--- config.mk ---
export PLATFORM = sky130hd
export DESIGN_NAME = scanline_ctrl
export DESIGN_NICKNAME = d
export VERILOG_FILES = /design/src/rtl/scanline_ctrl_pkg.sv /design/src/rtl/scanline_fade_fsm.sv /design/src/rtl/scanline_ctrl.sv
export SDC_FILE = /design/constraint.sdc
export NUM_CORES = 1
export LEC_CHECK = 0
export CORE_MARGIN = 2
export CORE_UTILIZATION = 30
export CTS_CLUSTER_SIZE = 25
export DETAILED_ROUTE_END_ITERATION = 16
export DONT_BUFFER_PORTS = 1
export HOLD_SLACK_MARGIN = 0.02
export MAX_ROUTING_LAYER = met4
export PLACE_DENSITY = 0.41
export SKIP_CTS_REPAIR_TIMING = 1
export SLEW_MARGIN = 20
export SYNTH_ARGS = -nofsm -noshare
export SYNTH_HDL_FRONTEND = slang
export SYNTH_SLANG_ARGS = --single-unit
--- constraint.sdc ---
create_clock -name VCLK_i -period 3.2 [get_ports VCLK_i]
set_input_delay 0.64 -clock VCLK_i [delete_from_list [all_inputs] [get_ports VCLK_i]]
set_output_delay 0.64 -clock VCLK_i [all_outputs]
set_load 0.05 [all_outputs]
--- src/rtl/scanline_ctrl_pkg.sv ---
// Shared definitions for the scanline control slice.
//   fade_state_t : encoding of the scanline fade sequencer states
//   sl_cfg_t     : one complete scanline configuration set (pending / active)
//   STEP_MIN/MAX : legal range of the Q1.8 vertical step
//   clamp_step   : forces a requested step into the legal range
package scanline_ctrl_pkg;

  typedef enum logic [1:0] {
    FADE_OFF = 2'd0,
    FADE_IN  = 2'd1,
    FADE_ON  = 2'd2,
    FADE_OUT = 2'd3
  } fade_state_t;

  localparam logic [8:0] STEP_MIN = 9'h010;
  localparam logic [8:0] STEP_MAX = 9'h100;

  typedef struct packed {
    logic       en;
    logic       thick;
    logic [1:0] profile;
    logic [7:0] strength;
    logic [4:0] bloom;
    logic [8:0] step;
  } sl_cfg_t;

  function automatic logic [8:0] clamp_step(input logic [8:0] step);
    if (step > STEP_MAX) begin
      return STEP_MAX;
    end else if (step < STEP_MIN) begin
      return STEP_MIN;
    end
    return step;
  endfunction

endpackage

--- src/rtl/scanline_fade_fsm.sv ---
// Frame-rate fade sequencer for scanline strength.
// Advances one step per frame start: fades the effective strength from 0 up
// to the target when scanlines are enabled and back down to 0 when disabled.
// Ports:
//   VCLK_i, nVRST_i : video clock, asynchronous active-low reset
//   frame_start     : one-cycle frame boundary pulse
//   sl_en           : scanlines requested (value applied at this frame start)
//   target          : requested strength (value applied at this frame start)
//   fade_en         : scanlines visible (any state but OFF)
//   cur             : current effective strength
module scanline_fade_fsm
  import scanline_ctrl_pkg::*;
#(
  parameter logic [7:0] FADE_STEP = 8'h10
) (
  input  logic       VCLK_i,
  input  logic       nVRST_i,
  input  logic       frame_start,
  input  logic       sl_en,
  input  logic [7:0] target,
  output logic       fade_en,
  output logic [7:0] cur
);

  fade_state_t state, state_nxt;
  logic [7:0]  cur_nxt, cur_up, cur_dn;

  // min(v + FADE_STEP, lim) without 8-bit wrap
  function automatic logic [7:0] sat_up(input logic [7:0] v, input logic [7:0] lim);
    logic [8:0] sum;
    sum = {1'b0, v} + {1'b0, FADE_STEP};
    return (sum > {1'b0, lim}) ? lim : sum[7:0];
  endfunction

  // max(v - FADE_STEP, 0) without underflow
  function automatic logic [7:0] sat_dn(input logic [7:0] v);
    return (v > FADE_STEP) ? (v - FADE_STEP) : 8'h00;
  endfunction

  always_ff @(posedge VCLK_i or negedge nVRST_i) begin
    if (!nVRST_i) begin
      state <= FADE_OFF;
      cur   <= 8'h00;
    end else begin
      state <= state_nxt;
      cur   <= cur_nxt;
    end
  end

  always_comb begin
    state_nxt = state;
    cur_nxt   = cur;
    cur_up    = sat_up(cur, target);
    cur_dn    = sat_dn(cur);
    if (frame_start) begin
      case (state)
        FADE_OFF: begin
          if (sl_en) begin
            state_nxt = FADE_IN;
            cur_nxt   = 8'h00;
          end
        end
        FADE_IN: begin
          cur_nxt = cur_up;
          if (!sl_en) begin
            state_nxt = FADE_OUT;
          end else if (cur_up == target) begin
            state_nxt = FADE_ON;
          end
        end
        FADE_ON: begin
          // Target changes while on take effect immediately
          cur_nxt = target;
          if (!sl_en) begin
            state_nxt = FADE_OUT;
          end
        end
        default: begin
          cur_nxt = cur_dn;
          if (sl_en) begin
            state_nxt = FADE_IN;
          end else if (cur_dn == 8'h00) begin
            state_nxt = FADE_OFF;
          end
        end
      endcase
    end
  end

  assign fade_en = (state != FADE_OFF);

endmodule

--- src/rtl/scanline_ctrl.sv ---
// Per-frame sequencer and configuration shadow for the scanline datapath.
// Detects HSYNC/VSYNC leading edges, holds register-interface settings in a
// pending set until the next frame start, tracks the output-line phase against
// the source-line grid and produces the per-line relative position.
// Build option: define SCANLINE_CTRL_FADE_EN to fade strength in/out over
// several frames; otherwise enable and strength switch at the frame start.
// Ports:
//   VCLK_i, nVRST_i           : video clock, asynchronous active-low reset
//   HSYNC_i, VSYNC_i, DE_i    : video timing aligned with the datapath input
//   cfg_stb_i, cfg_*_i        : configuration strobe and values
//   cfg_pending_o             : a captured configuration awaits a frame start
//   sl_en_o .. sl_bloom_o     : registered controls for the scanline datapath
module scanline_ctrl
  import scanline_ctrl_pkg::*;
#(
  parameter logic [7:0] FADE_STEP       = 8'h10,
  parameter bit         SYNC_ACTIVE_LOW = 1'b1
) (
  input  logic       VCLK_i,
  input  logic       nVRST_i,
  input  logic       HSYNC_i,
  input  logic       VSYNC_i,
  input  logic       DE_i,
  input  logic       cfg_stb_i,
  input  logic       cfg_sl_en_i,
  input  logic       cfg_thickness_i,
  input  logic [1:0] cfg_profile_i,
  input  logic [7:0] cfg_strength_i,
  input  logic [4:0] cfg_bloom_i,
  input  logic [8:0] cfg_step_i,
  output logic       cfg_pending_o,
  output logic       sl_en_o,
  output logic       sl_thickness_o,
  output logic [1:0] sl_profile_o,
  output logic [7:0] sl_rel_pos_o,
  output logic [7:0] sl_strength_o,
  output logic [4:0] sl_bloom_o
);

  logic    hs_act_p0, vs_act_p0;
  logic    hs_act_p1, hs_act_p2, vs_act_p1, vs_act_p2, de_p1;
  logic    line_start, frame_start;
  sl_cfg_t cfg_in, pend, act, act_nxt;
  logic    pending;
  logic    de_seen;
  logic [7:0] phase;

  assign hs_act_p0 = SYNC_ACTIVE_LOW ? ~HSYNC_i : HSYNC_i;
  assign vs_act_p0 = SYNC_ACTIVE_LOW ? ~VSYNC_i : VSYNC_i;

  // ---- sync register stage ----
  always_ff @(posedge VCLK_i or negedge nVRST_i) begin
    if (!nVRST_i) begin
      hs_act_p1 <= 1'b0;
      hs_act_p2 <= 1'b0;
      vs_act_p1 <= 1'b0;
      vs_act_p2 <= 1'b0;
      de_p1     <= 1'b0;
    end else begin
      hs_act_p1 <= hs_act_p0;
      hs_act_p2 <= hs_act_p1;
      vs_act_p1 <= vs_act_p0;
      vs_act_p2 <= vs_act_p1;
      de_p1     <= DE_i;
    end
  end

  assign line_start  = hs_act_p1 & ~hs_act_p2;
  assign frame_start = vs_act_p1 & ~vs_act_p2;

  always_comb begin
    cfg_in.en       = cfg_sl_en_i;
    cfg_in.thick    = cfg_thickness_i;
    cfg_in.profile  = cfg_profile_i;
    cfg_in.strength = cfg_strength_i;
    cfg_in.bloom    = cfg_bloom_i;
    cfg_in.step     = clamp_step(cfg_step_i);
  end

  // Settings that become active at this edge; the line math and fade logic
  // of a frame-start cycle must already see them.
  assign act_nxt = (frame_start && pending) ? pend : act;

  // ---- output register stage ----
  always_ff @(posedge VCLK_i or negedge nVRST_i) begin
    if (!nVRST_i) begin
      pend    <= '0;
      pending <= 1'b0;
      act     <= '0;
    end else begin
      // A strobe coinciding with frame start stays pending for the next frame
      if (cfg_stb_i) begin
        pend    <= cfg_in;
        pending <= 1'b1;
      end else if (frame_start) begin
        pending <= 1'b0;
      end
      if (frame_start) begin
        act <= act_nxt;
      end
    end
  end

  always_ff @(posedge VCLK_i or negedge nVRST_i) begin
    if (!nVRST_i) begin
      de_seen      <= 1'b0;
      phase        <= 8'h00;
      sl_rel_pos_o <= 8'h00;
    end else begin
      if (line_start) begin
        de_seen <= 1'b0;
      end else if (de_p1) begin
        de_seen <= 1'b1;
      end
      if (frame_start) begin
        // Frame start wins over a coincident line start: phase restarts at 0
        phase <= 8'h00;
        if (line_start) begin
          sl_rel_pos_o <= act_nxt.step[8:1];
        end
      end else if (line_start) begin
        // Phase only advances across lines that carried active video
        if (de_seen) begin
          phase        <= phase + act.step[7:0];
          sl_rel_pos_o <= phase + act.step[7:0] + act.step[8:1];
        end else begin
          sl_rel_pos_o <= phase + act.step[8:1];
        end
      end
    end
  end

`ifdef SCANLINE_CTRL_FADE_EN
  scanline_fade_fsm #(
    .FADE_STEP (FADE_STEP)
  ) u_fade (
    .VCLK_i      (VCLK_i),
    .nVRST_i     (nVRST_i),
    .frame_start (frame_start),
    .sl_en       (act_nxt.en),
    .target      (act_nxt.strength),
    .fade_en     (sl_en_o),
    .cur         (sl_strength_o)
  );
`else
  logic unused_fade_step;
  assign unused_fade_step = ^FADE_STEP;

  always_ff @(posedge VCLK_i or negedge nVRST_i) begin
    if (!nVRST_i) begin
      sl_en_o       <= 1'b0;
      sl_strength_o <= 8'h00;
    end else if (frame_start) begin
      sl_en_o       <= act_nxt.en;
      sl_strength_o <= act_nxt.strength;
    end
  end
`endif

  assign cfg_pending_o  = pending;
  assign sl_thickness_o = act.thick;
  assign sl_profile_o   = act.profile;
  assign sl_bloom_o     = act.bloom;

endmodule
==> qor.txt <==
Layout fillers -> 1276
status -> completed
fmax -> 313 MHz
number of remaining DRC errors -> 0
Slew Viols, Final -> 0
FP Rows -> 41
sequential area share after synthesis -> 49.2%
Sink Count -> 75
area of the multi-input gates -> 1800 um^2
leading post-synthesis cells by cell area -> dfrtp_1 (49%), mux2_2 (13%), ha_1 (4.9%)
Vias -> 2469
Critical Path Fanout Max -> 3
# H-tree levels -> 3
design area -> 4450 um^2
drt first pass iters -> 4
layout cell share with drive strength beyond 1 -> 29.6%
#FFs+latches synth -> 75
CTS max path bufs -> 2
largest net degree at the start of global routing -> 76
maxcap violations -> 0
Slew HR -> 58.7%
register area -> 1880 um^2
placed cell area -> 4010 um^2
setup slack at placement -> -0.122 ns
VDD IR max -> 0.389 mV
Placed Cells incl. Taps -> 511
Post-synth EDFFs -> 0
Post-Syn Instances -> 346
Synthesized Nets -> 395
crit share post-route -> 99.9%
Synth cell types -> 43
Yosys top cell by area -> dfrtp_1
Setup crit end kind -> flip-flop
CORE AREA -> 12500 um^2
Post-DP HPWL -> 5860 um
Cell Pwr Density -> 731 nW/um^2
Worst Hold Class -> primary input to async pin
CP startpoint kind -> flip-flop
Leakage Power -> 1.98 nW
Final WS setup -> 0.00273 ns
ant diodes -> 0
post-route ant nets -> 0
WL/cell -> 16.1 um
Synth Cell Area -> 3810 um^2
Syn. warnings -> 0
Chip Width -> 117 um
starting density of the core -> 30.5%
critical path type -> flip-flop to flip-flop
Required @ worst endpoint -> 3.45 ns
Layout Cells excl Fill -> 530
initial antenna violation count -> 0
vias per cell -> 4.66
Final Hold Vio Count -> 0
Synth top area share -> 49.2%
Worst Tran Pin Value -> 0.612 ns
final WL -> 8530 um
unrepaired setup endpoints after global routing -> true
CTS tree -> yes
minimum hold slack -> 0.191 ns
syn avg cell area -> 11.0 um^2
R2R Setup Slk -> 0.003 ns
Area growth syn-to-layout -> 16.6%
Most used DFF post-synth -> dfrtp_1
die height -> 117 um
Clk Latency, worst-skew pair -> 0.34 ns
clock root buffer master -> clkbuf_16
Async S/R FF share, synth -> 100%
routability cong. -> 0.745
total gr overflow -> 0
clock-pin slew on the worst setup and hold paths -> 0.06 ns
fin nets -> 402
Ports -> 58
GRT Total Usage -> 13.9%
Clock Skew -> 0.00775 ns
Final min period -> 3.20 ns
die area -> 13600 um^2
CTS buffer count -> 9
final setup vio count -> 0
vias in the first global route -> 2547
Util after Layout -> 35.5%
IO Port Bufs -> 0
Worst EP arrival -> 3.45 ns
first-pass GRT wire length -> 13500 um
drt initial violations -> 80
[through the flow]
stage / setup TNS, ns / power (W)
floorplan: 0 / 0.00203
global placement: -0.0629 / 0.00214
detailed placement: -0.122 / 0.00216
CTS: -0.149 / 0.00323
global route: -0.154 / 0.00343
finish: 0 / 0.00325
[layer usage]
metal	GRT usage [%]	wire length [um]	share of wire [%]
met3	3.53	382	4.5
met5	-	0	0
met4	7.69	238	2.8
met2	20.3	3950	46
met1	17.6	3970	46
[sequential cells by signal (all words and copies together), names as in the netlist]
name,count
act,9
sl_rel_pos_o,8
hs_act_p2,1
cfg_pending_o,1
de_p1,1
de_seen,1
vs_act_p1,1
sl_bloom_o,5
phase,8
pend,26
sl_thickness_o,1
sl_en_o,1
vs_act_p2,1
hs_act_p1,1
sl_strength_o,8
sl_profile_o,2
[area by class of cell]
class / count / share of cell area, %
Inverter: 13 / 1.10
Multi-Input combinational cell: 231 / 40.4
Clock inverter: 7 / 1.89
Timing Repair Buffer: 23 / 4.42
Sequential cell: 75 / 42.3
Clock buffer: 9 / 5.06
Tap cell: 172 / 4.84
[kinds of logic after synthesis]
logic type               after synthesis  share of synthesized area, %
adder cells (fa/ha/maj)               17                          5.97
buffers and inverters                 40                          5.71
AO/OA/AOI/OAI                         64                          10.3
AND/OR/NAND/NOR                       85                          10.7
multiplexers                          53                          15.3
XOR/XNOR                              12                          2.75
flip-flops                            75                          49.2
[worst paths after layout]
kind                                 from               to  cells past startpoint
worst min register to register  hs_act_p1        hs_act_p2                      0
max in group asynchronous         nVRST_i           act[1]                      1
min in group VCLK_i                  DE_i            de_p1                      0
worst max register to register     act[1]  sl_rel_pos_o[7]                     13
worst min-delay path              nVRST_i         pend[18]                      1
worst max-delay path               act[1]  sl_rel_pos_o[7]                     13
[cells in the mapped netlist, types with 3 or more instances]
cell type and instances:
dfrtp_1 75, mux2_2 44, nand2_1 33, o21ai_0 26, a21oi_1 19, nor2_1 19, buf_4 15, ha_1 15
inv_1 13, mux2i_1 9, clkbuf_1 8, xnor2_1 8, nor3_1 6, a21o_1 5, xor2_1 4, and2_1 3
nand2b_1 3, nand3_1 3, nand3b_1 3, nor2b_1 3
[where the power goes]
| part | total (W) | internal, W | switching [W] |
|---|---|---|---|
| Sequential | 0.00153 | 0.00110 | 0.000431 |
| Combinational | 0.000670 | 0.000347 | 0.000323 |
| Clock | 0.00105 | 0.000617 | 0.000436 |
| Total | 0.00325 | 0.00206 | 0.00119 |
[cells in the final DEF, fill, tap and decap left out, types with 10 or more instances in the layout]
master and count:
o21ai_0 26, dfrtp_1 73, nor2_1 17, inv_1 13
mux2_2 43, nand2_1 33, a21oi_1 18, buf_4 21
ha_1 10
[critical path, stage by stage (launching register included)]
cell and delay [ns]:
dfrtp_2 0.44, buf_6 0.13, fa_2 0.38, a21o_1 0.17
a21oi_2 0.14, buf_4 0.13, xnor2_1 0.06, mux2_2 0.27
ha_1 0.20, or4_4 0.55, o31ai_4 0.25, nor3b_2 0.08
xnor2_1 0.14, o31ai_2 0.18
Note: power is estimated with default switching activity, not from simulation.
